[src/rtl/vga_timing.sv]
// vga_timing: 640x480 raster timing generator.
// Pixel strobe, position counters and registered sync/valid decode.
module vga_timing #(
  parameter int CLK_DIV  = 4,
  parameter int H_DISP   = 640,
  parameter int H_FP     = 16,
  parameter int H_SYNC   = 96,
  parameter int H_BP     = 48,
  parameter int V_DISP   = 480,
  parameter int V_FP     = 10,
  parameter int V_SYNC   = 2,
  parameter int V_BP     = 33,
  parameter bit SYNC_POL = 1'b0
) (
  input  logic       clk,
  input  logic       rst,
  output logic       pix_en,
  output logic [9:0] h_cnt,
  output logic [9:0] v_cnt,
  output logic       valid,
  output logic       hsync,
  output logic       vsync,
  output logic       frame_start
);

  localparam int H_TOTAL = H_DISP + H_FP + H_SYNC + H_BP;
  localparam int V_TOTAL = V_DISP + V_FP + V_SYNC + V_BP;
  localparam int DW = (CLK_DIV > 1) ? $clog2(CLK_DIV) : 1;

  localparam logic [DW-1:0] DIV_LAST = DW'(CLK_DIV - 1);
  localparam logic [9:0] H_LAST = 10'(H_TOTAL - 1);
  localparam logic [9:0] V_LAST = 10'(V_TOTAL - 1);

  // 11-bit bounds so an end value of 1024 still compares correctly
  localparam logic [10:0] H_ACT = 11'(H_DISP);
  localparam logic [10:0] HS_B  = 11'(H_DISP + H_FP);
  localparam logic [10:0] HS_E  = 11'(H_DISP + H_FP + H_SYNC);
  localparam logic [10:0] V_ACT = 11'(V_DISP);
  localparam logic [10:0] VS_B  = 11'(V_DISP + V_FP);
  localparam logic [10:0] VS_E  = 11'(V_DISP + V_FP + V_SYNC);

  logic [DW-1:0] div_cnt;
  logic          h_last;
  logic          v_last;
  logic [9:0]    h_nxt;
  logic [9:0]    v_nxt;
  logic [10:0]   hx;
  logic [10:0]   vx;

  generate
    if (CLK_DIV > 1) begin : g_div
      // free-running divider, wraps after CLK_DIV-1
      always_ff @(posedge clk or posedge rst) begin
        if (rst)
          div_cnt <= '0;
        else if (div_cnt == DIV_LAST)
          div_cnt <= '0;
        else
          div_cnt <= div_cnt + 1'b1;
      end
    end else begin : g_nodiv
      assign div_cnt = '0;
    end
  endgenerate

  assign pix_en = (div_cnt == DIV_LAST);

  // position the counters will take on the next pixel strobe
  always_comb begin
    h_last = (h_cnt == H_LAST);
    v_last = (v_cnt == V_LAST);
    h_nxt  = h_last ? 10'd0 : h_cnt + 10'd1;
    v_nxt  = v_cnt;
    if (h_last)
      v_nxt = v_last ? 10'd0 : v_cnt + 10'd1;
    hx = {1'b0, h_nxt};
    vx = {1'b0, v_nxt};
  end

  // raster position advances once per pixel
  always_ff @(posedge clk or posedge rst) begin
    if (rst) begin
      h_cnt <= '0;
      v_cnt <= '0;
    end else if (pix_en) begin
      h_cnt <= h_nxt;
      v_cnt <= v_nxt;
    end
  end

  // decode from the next position so outputs line up with h_cnt/v_cnt
  always_ff @(posedge clk or posedge rst) begin
    if (rst) begin
      valid       <= 1'b1;
      hsync       <= ~SYNC_POL;
      vsync       <= ~SYNC_POL;
      frame_start <= 1'b0;
    end else begin
      frame_start <= pix_en && h_last && v_last;
      if (pix_en) begin
        valid <= (hx < H_ACT) && (vx < V_ACT);
        hsync <= (hx >= HS_B && hx < HS_E) ? SYNC_POL : ~SYNC_POL;
        vsync <= (vx >= VS_B && vx < VS_E) ? SYNC_POL : ~SYNC_POL;
      end
    end
  end

endmodule

[config.mk]
export PLATFORM = sky130hd
export DESIGN_NAME = vga_timing
export DESIGN_NICKNAME = d
export VERILOG_FILES = /design/src/rtl/vga_timing.sv
export SDC_FILE = /design/constraint.sdc
export NUM_CORES = 1
export LEC_CHECK = 0
export ABC_AREA = 1
export CAP_MARGIN = 20
export CORE_MARGIN = 2
export CORE_UTILIZATION = 47
export DETAILED_ROUTE_END_ITERATION = 8
export PLACE_DENSITY_LB_ADDON = 0.3
export SLEW_MARGIN = 20
export SYNTH_ARGS = -nofsm -noshare
export SYNTH_HDL_FRONTEND = slang
export SYNTH_SLANG_ARGS = --single-unit
[constraint.sdc]
create_clock -name clk -period 2.3 [get_ports clk]
set_input_delay 0.23 -clock clk [delete_from_list [all_inputs] [get_ports clk]]
set_output_delay 0.23 -clock clk [all_outputs]
set_load 0.01 [all_outputs]
Yosys cells after proc, flatten, opt, wreduce, memory -nomap -nowiden
Cells that the tools add are included.

storage, ports and cells
  flip-flop bits (word level) = 26
  latch bits = 0
  memory bits (writable) = 0
  ROM bits = 0
  output and inout port bits = 25
  logic and storage cells = 30
  memories = 0

operators by class
  $add $sub $neg = 3
  multipliers = 0
  div/mod/pow operators = 0
  magnitude comparators = 6
  equal/unequal tests = 3
  shift operators = 0
  muxes and demuxes = 6
  bitwise operators = 0
  reduce and logical (&&, ||, !) cells = 5

operator list
  kind                                                                                   count
  10-bit two-way mux                                                                     3
  10-bit by 1-bit adder with 10-bit output (second input constant)                       2
  10-bit == test (second input constant)                                                 2
  10-bit < comparator (second input constant)                                            2
  10-bit by 9-bit < comparator with 1-bit output (second input constant)                 2
  10-bit greater-or-equal comparator (second input constant)                             1
  10-bit by 9-bit greater-or-equal comparator with 1-bit output (second input constant)  1
  1-bit logical AND                                                                      5
  2-bit by 1-bit adder with 2-bit output (second input constant)                         1
  2-bit == test (second input constant)                                                  1
  1-bit two-way mux                                                                      2
  2-bit two-way mux                                                                      1

Depth between registers and ports, before layout
  depth after elaboration = 6
  mapped depth = 13
  depth with buffers taken out = 13

Worst setup path before layout
No wires, ideal clock.

  path type = register to register
  from = register div_cnt[0]
  to = register v_cnt[1]
  setup time = 140 ps
  data arrival time = 1556 ps
  data required time = 2160 ps
  path slack = 603 ps
  cell stages (with the launch flop) = 7
  buffers on the path = 3
  period minus slack after synthesis = 1697 ps
  cell sequence = dfrtp_1 -> ha_1 -> buf_2 -> inv_1 -> clkbuf_1 -> clkbuf_1 -> o22ai_1

between the ends
  longest elaborated chain between the ends = 1

ends and longest elaborated chain
  item                      line  RTL
  start: declaration        42    logic [DW-1:0] div_cnt;
  start signal: assignment  59    div_cnt <= div_cnt + 1'b1;
  2-bit == test             66    assign pix_en = (div_cnt == DIV_LAST);
  via pix_en                17    output logic pix_en,
  end signal: assignment    87    v_cnt <= v_nxt;
  end: declaration          19    output logic [9:0] v_cnt,

The timed path passes the listed nets, and every way through them passes these cells.
A chain may end at the register's enable or synchronous reset.

Final worst setup path
  from = register h_cnt[0]
  to = register vsync

between the ends
  longest elaborated chain between the ends = 5
  elaborated cells between the ends (all ways) = 6
  classes of those cells = order compare (2); eq/ne (1); mux (2); reduce/logical (1)

ends and longest elaborated chain
  item                                                                                                                             line  RTL
  start: declaration                                                                                                               18    output logic [9:0] h_cnt,
  start signal: assignment                                                                                                         86    h_cnt <= h_nxt;
  10-bit == test *                                                                                                                 70    h_last = (h_cnt == H_LAST);
  10-bit two-way mux *                                                                                                             74    if (h_last)
  10-bit by 9-bit greater-or-equal comparator with 1-bit output or 10-bit by 9-bit < comparator with 1-bit output (tied branches)  103   vsync <= (vx >= VS_B && vx < VS_E) ? SYNC_POL : ~SYNC_POL;
  1-bit logical AND *                                                                                                              103
  1-bit two-way mux *                                                                                                              103
  end signal: assignment                                                                                                           96    vsync <= ~SYNC_POL;
  end signal: assignment                                                                                                           103
  end: declaration                                                                                                                 22    output logic vsync,

Mark *: on every way between the ends. The rest lies on a longest branch, timed or not.

==> reports/results.tsv <==
stage	metric	value	unit
status	status	finished clean	
floorplanning	die_h	61.8	um
layout	drive_gt1_frac	0.0806	
logic_synthesis	synth_most_common_cell	nand2_1	
cts	clk_pin_slew	0.14	ns
layout	syn2layout_area_growth	22.1	%
grt	grt_pass1_vias	1342	
layout	multi_input_area	786	sq um
floorplanning	design.portCount	27	
placed_design	dp_hpwl	2570	um
logic_synthesis	synth_area_per_cell	7.13	sq um
timing	finalHoldViolCount	0	
cts	cts_setup_buffers	0	
placed_design	place_congestion	0.947	
logic_synthesis	syn_nets	226	
critical_path	end_kind	flop	
critical_path	critPathCapture	vsync	
logic_synthesis	ys_top_cells_by_count	nand2_1, nor2_1, inv_1	
cts	cts_root_buf	clkbuf_4	
hold_path	hp-class	in2async	
logic_synthesis	yosys-top-cells-area	dfrtp_1, nand2_1, o21ai_0	
critical_path	critPathMaxFanout	14	
drt	ant_nets	0	
logic_synthesis	netlist.area_leader.share	0.367	
critical_path	r2r_start	h_cnt[0]	
cts	clockBufferDepth	2	
logic_synthesis	ys_seq_area_frac	0.417	
logic_synthesis	synthesis.area	1570	sq um
logic_synthesis	synth_adder_area_share	0.0319	
floorplanning	start_util	0.506	
timing	post-route-period-util	0.852	
power_and_ir_drop	power_density	368	nW/um^2
cts	clock_sinks	26	
grt	grt_usage	0.210	
floorplanning	die_area	3820	sq um
logic_synthesis	synth_top_cell_by_area	dfrtp_1	
grt	overflow	0	
power_and_ir_drop	vdd_drop_max	0.284	mV
logic_synthesis	synthMuxAreaShare	0	
floorplanning	rows	20	
critical_path	crit_path_start	h_cnt[0]	
critical_path	criticalPathCategory	reg2reg	
logic_synthesis	synthSimpleGateAreaFrac	0.356	
floorplanning	core-area	3100	sq um
layout	diodes	0	
drt	drc	0	
logic_synthesis	synth_ff_type	dfrtp_1	
cts	cts_tree	yes	
drt	via_count	1471	
drt	via_per_inst	5.04	
critical_path	reg2reg_to	vsync	
layout	nNetsFinal	255	
power_and_ir_drop	p_leak	0.000835	uW
grt	grt_pass1_wl	6000	um
layout	layout.area.seq	654	sq um
critical_path	r2r_slack	0.34	ns
logic_synthesis	yosysWarnings	0	
critical_path	start_kind	flop	
run	max-cap-violations	0	
timing	relSlewSlack	0.662	
logic_synthesis	synth-compound-area-share	0.0845	
logic_synthesis	synth_cell_type_count	25	
timing	finalSetupTns	0	ns
grt	grt_max_degree	27	
logic_synthesis	synthXorXnorAreaFrac	0.0279	
timing	finalClockSkew	0.00338	ns
placed_design	io_buffer_count	26	
logic_synthesis	ys_ff_latch	26	
logic_synthesis	synth_edf_count	0	
logic_synthesis	synthArstFlopShare	1.00	
cts	cts_resized	0	
drt	dr.pass1.iters	4	
timing	period_needed	1.96	ns
logic_synthesis	synth_top_family_by_area	simple AND/OR/NAND/NOR gates	
timing	setup_violations	0	
drt	routed_wl	3410	um
cts	hold_buffers	0	
timing	max_freq	510	MHz
layout	fillCellCount	299	
timing	drv_slew	0	
power_and_ir_drop	power	705	uW
critical_path	worst-r2r-cell-count	12	
cts	clock_latency	0.33	ns
floorplanning	dieWidth	61.8	um
timing	rsz0062_at_grt	no	
logic_synthesis	synth_cells	220	
grt	antenna_found_initial	0	
timing	tightest_slew	0.507	ns
drt	wl_per_cell	11.7	um
cts	htree_num_levels	1	
cts	cts_inserted_buffers	3	
drt	drt-initial-drc-count	126	
critical_path	worst-endpoint-required	2.58	ns
critical_path	cp.arrival	2.24	ns
==> cell families after synthesis <==
kind of cell | Yosys count
adder cells (fa/ha/maj) | 4
flip-flops | 26
buffers and inverters | 32
AND/OR/NAND/NOR | 128
AO/OA/AOI/OAI | 25
XOR/XNOR | 5
==> per-stage QoR <==
step	cell area (sq um)	util	std cells	worst slack, ns	hold WS, ns
detailed placement	1880	0.606	288	0.364	0.431
global placement	1880	0.606	288	0.443	0.420
finish	1920	0.617	292	0.339	0.236
CTS	1920	0.617	292	0.336	0.247
floorplan	1570	-	220	0.603	0.268
global route	1920	0.617	292	0.123	0.259
==> routing by layer <==
layer | track usage | vias up | wire length [um]
met1 | 0.295 | 672 | 1630
met5 | 0 | - | 0
met2 | 0.340 | 39 | 1580
met3 | 0.0207 | 7 | 148
li1 | - | 753 | -
met4 | 0.0760 | 0 | 53
==> worst min path at each step <==
stage / to / cells past startpoint / startpoint / slack, ns
finish: v_cnt[2] / 3 / rst / 0.24
floorplan: div_cnt[0] / 1 / rst / 0.27
global route: frame_start / 3 / rst / 0.26
detailed placement: div_cnt[0] / 1 / div_cnt[0] / 0.43
CTS: frame_start / 3 / rst / 0.25
global placement: div_cnt[0] / 1 / div_cnt[0] / 0.42
==> sequential cells by signal, summed over array words and instances (netlist names) <==
signal / flops
valid: 1
hsync: 1
vsync: 1
v_cnt: 10
frame_start: 1
div_cnt: 2
h_cnt: 10
==> where the power goes <==
group	internal, uW	switching, uW
Clock	97.0	139
Combinational	2.73	8.74
Sequential	458	0
Total	557	148
==> critical path: stages (launching register included) <==
cell and delay (ns):
dfrtp_1 0.43, ha_1 0.18, nand2_1 0.10, nor2_4 0.13
inv_2 0.05, nor2_4 0.28, inv_2 0.15, nor2_4 0.16
o21ai_1 0.08, nand2_1 0.10, nand3_1 0.09, nor2_1 0.09
nor2_1 0.04
==> layout make-up <==
class | instances | share of cell area
tap | 44 | 0.0287
multi-input combinational | 162 | 0.410
timing repair buffer | 29 | 0.148
clock buffer | 4 | 0.0189
sequential | 26 | 0.342
inverter | 27 | 0.0529
==> placed cells by master (no fill, tap or decap) <==
cell type	Yosys	routed
inv_2	2	2
clkbuf_4	0	3
nand2_1	67	67
ha_1	4	4
nand4_1	3	3
nand3_1	19	19
a21oi_1	2	2
dfstp_2	3	3
o21ai_0	20	20
o21bai_2	1	1
buf_4	0	3
nor2_1	26	26
dfrtp_1	23	23
xnor2_1	2	2
xor2_1	3	3
clkdlybuf4s50_1	0	26
clkbuf_8	0	1
nor2_4	3	3
or2_2	1	1
nor3_2	1	1
inv_1	25	25
o21ai_1	1	1
nand2_2	1	1
nor3_1	6	6
o22ai_1	1	1
nand3_2	1	1
No activity file was read; power rests on OpenSTA's default activity.
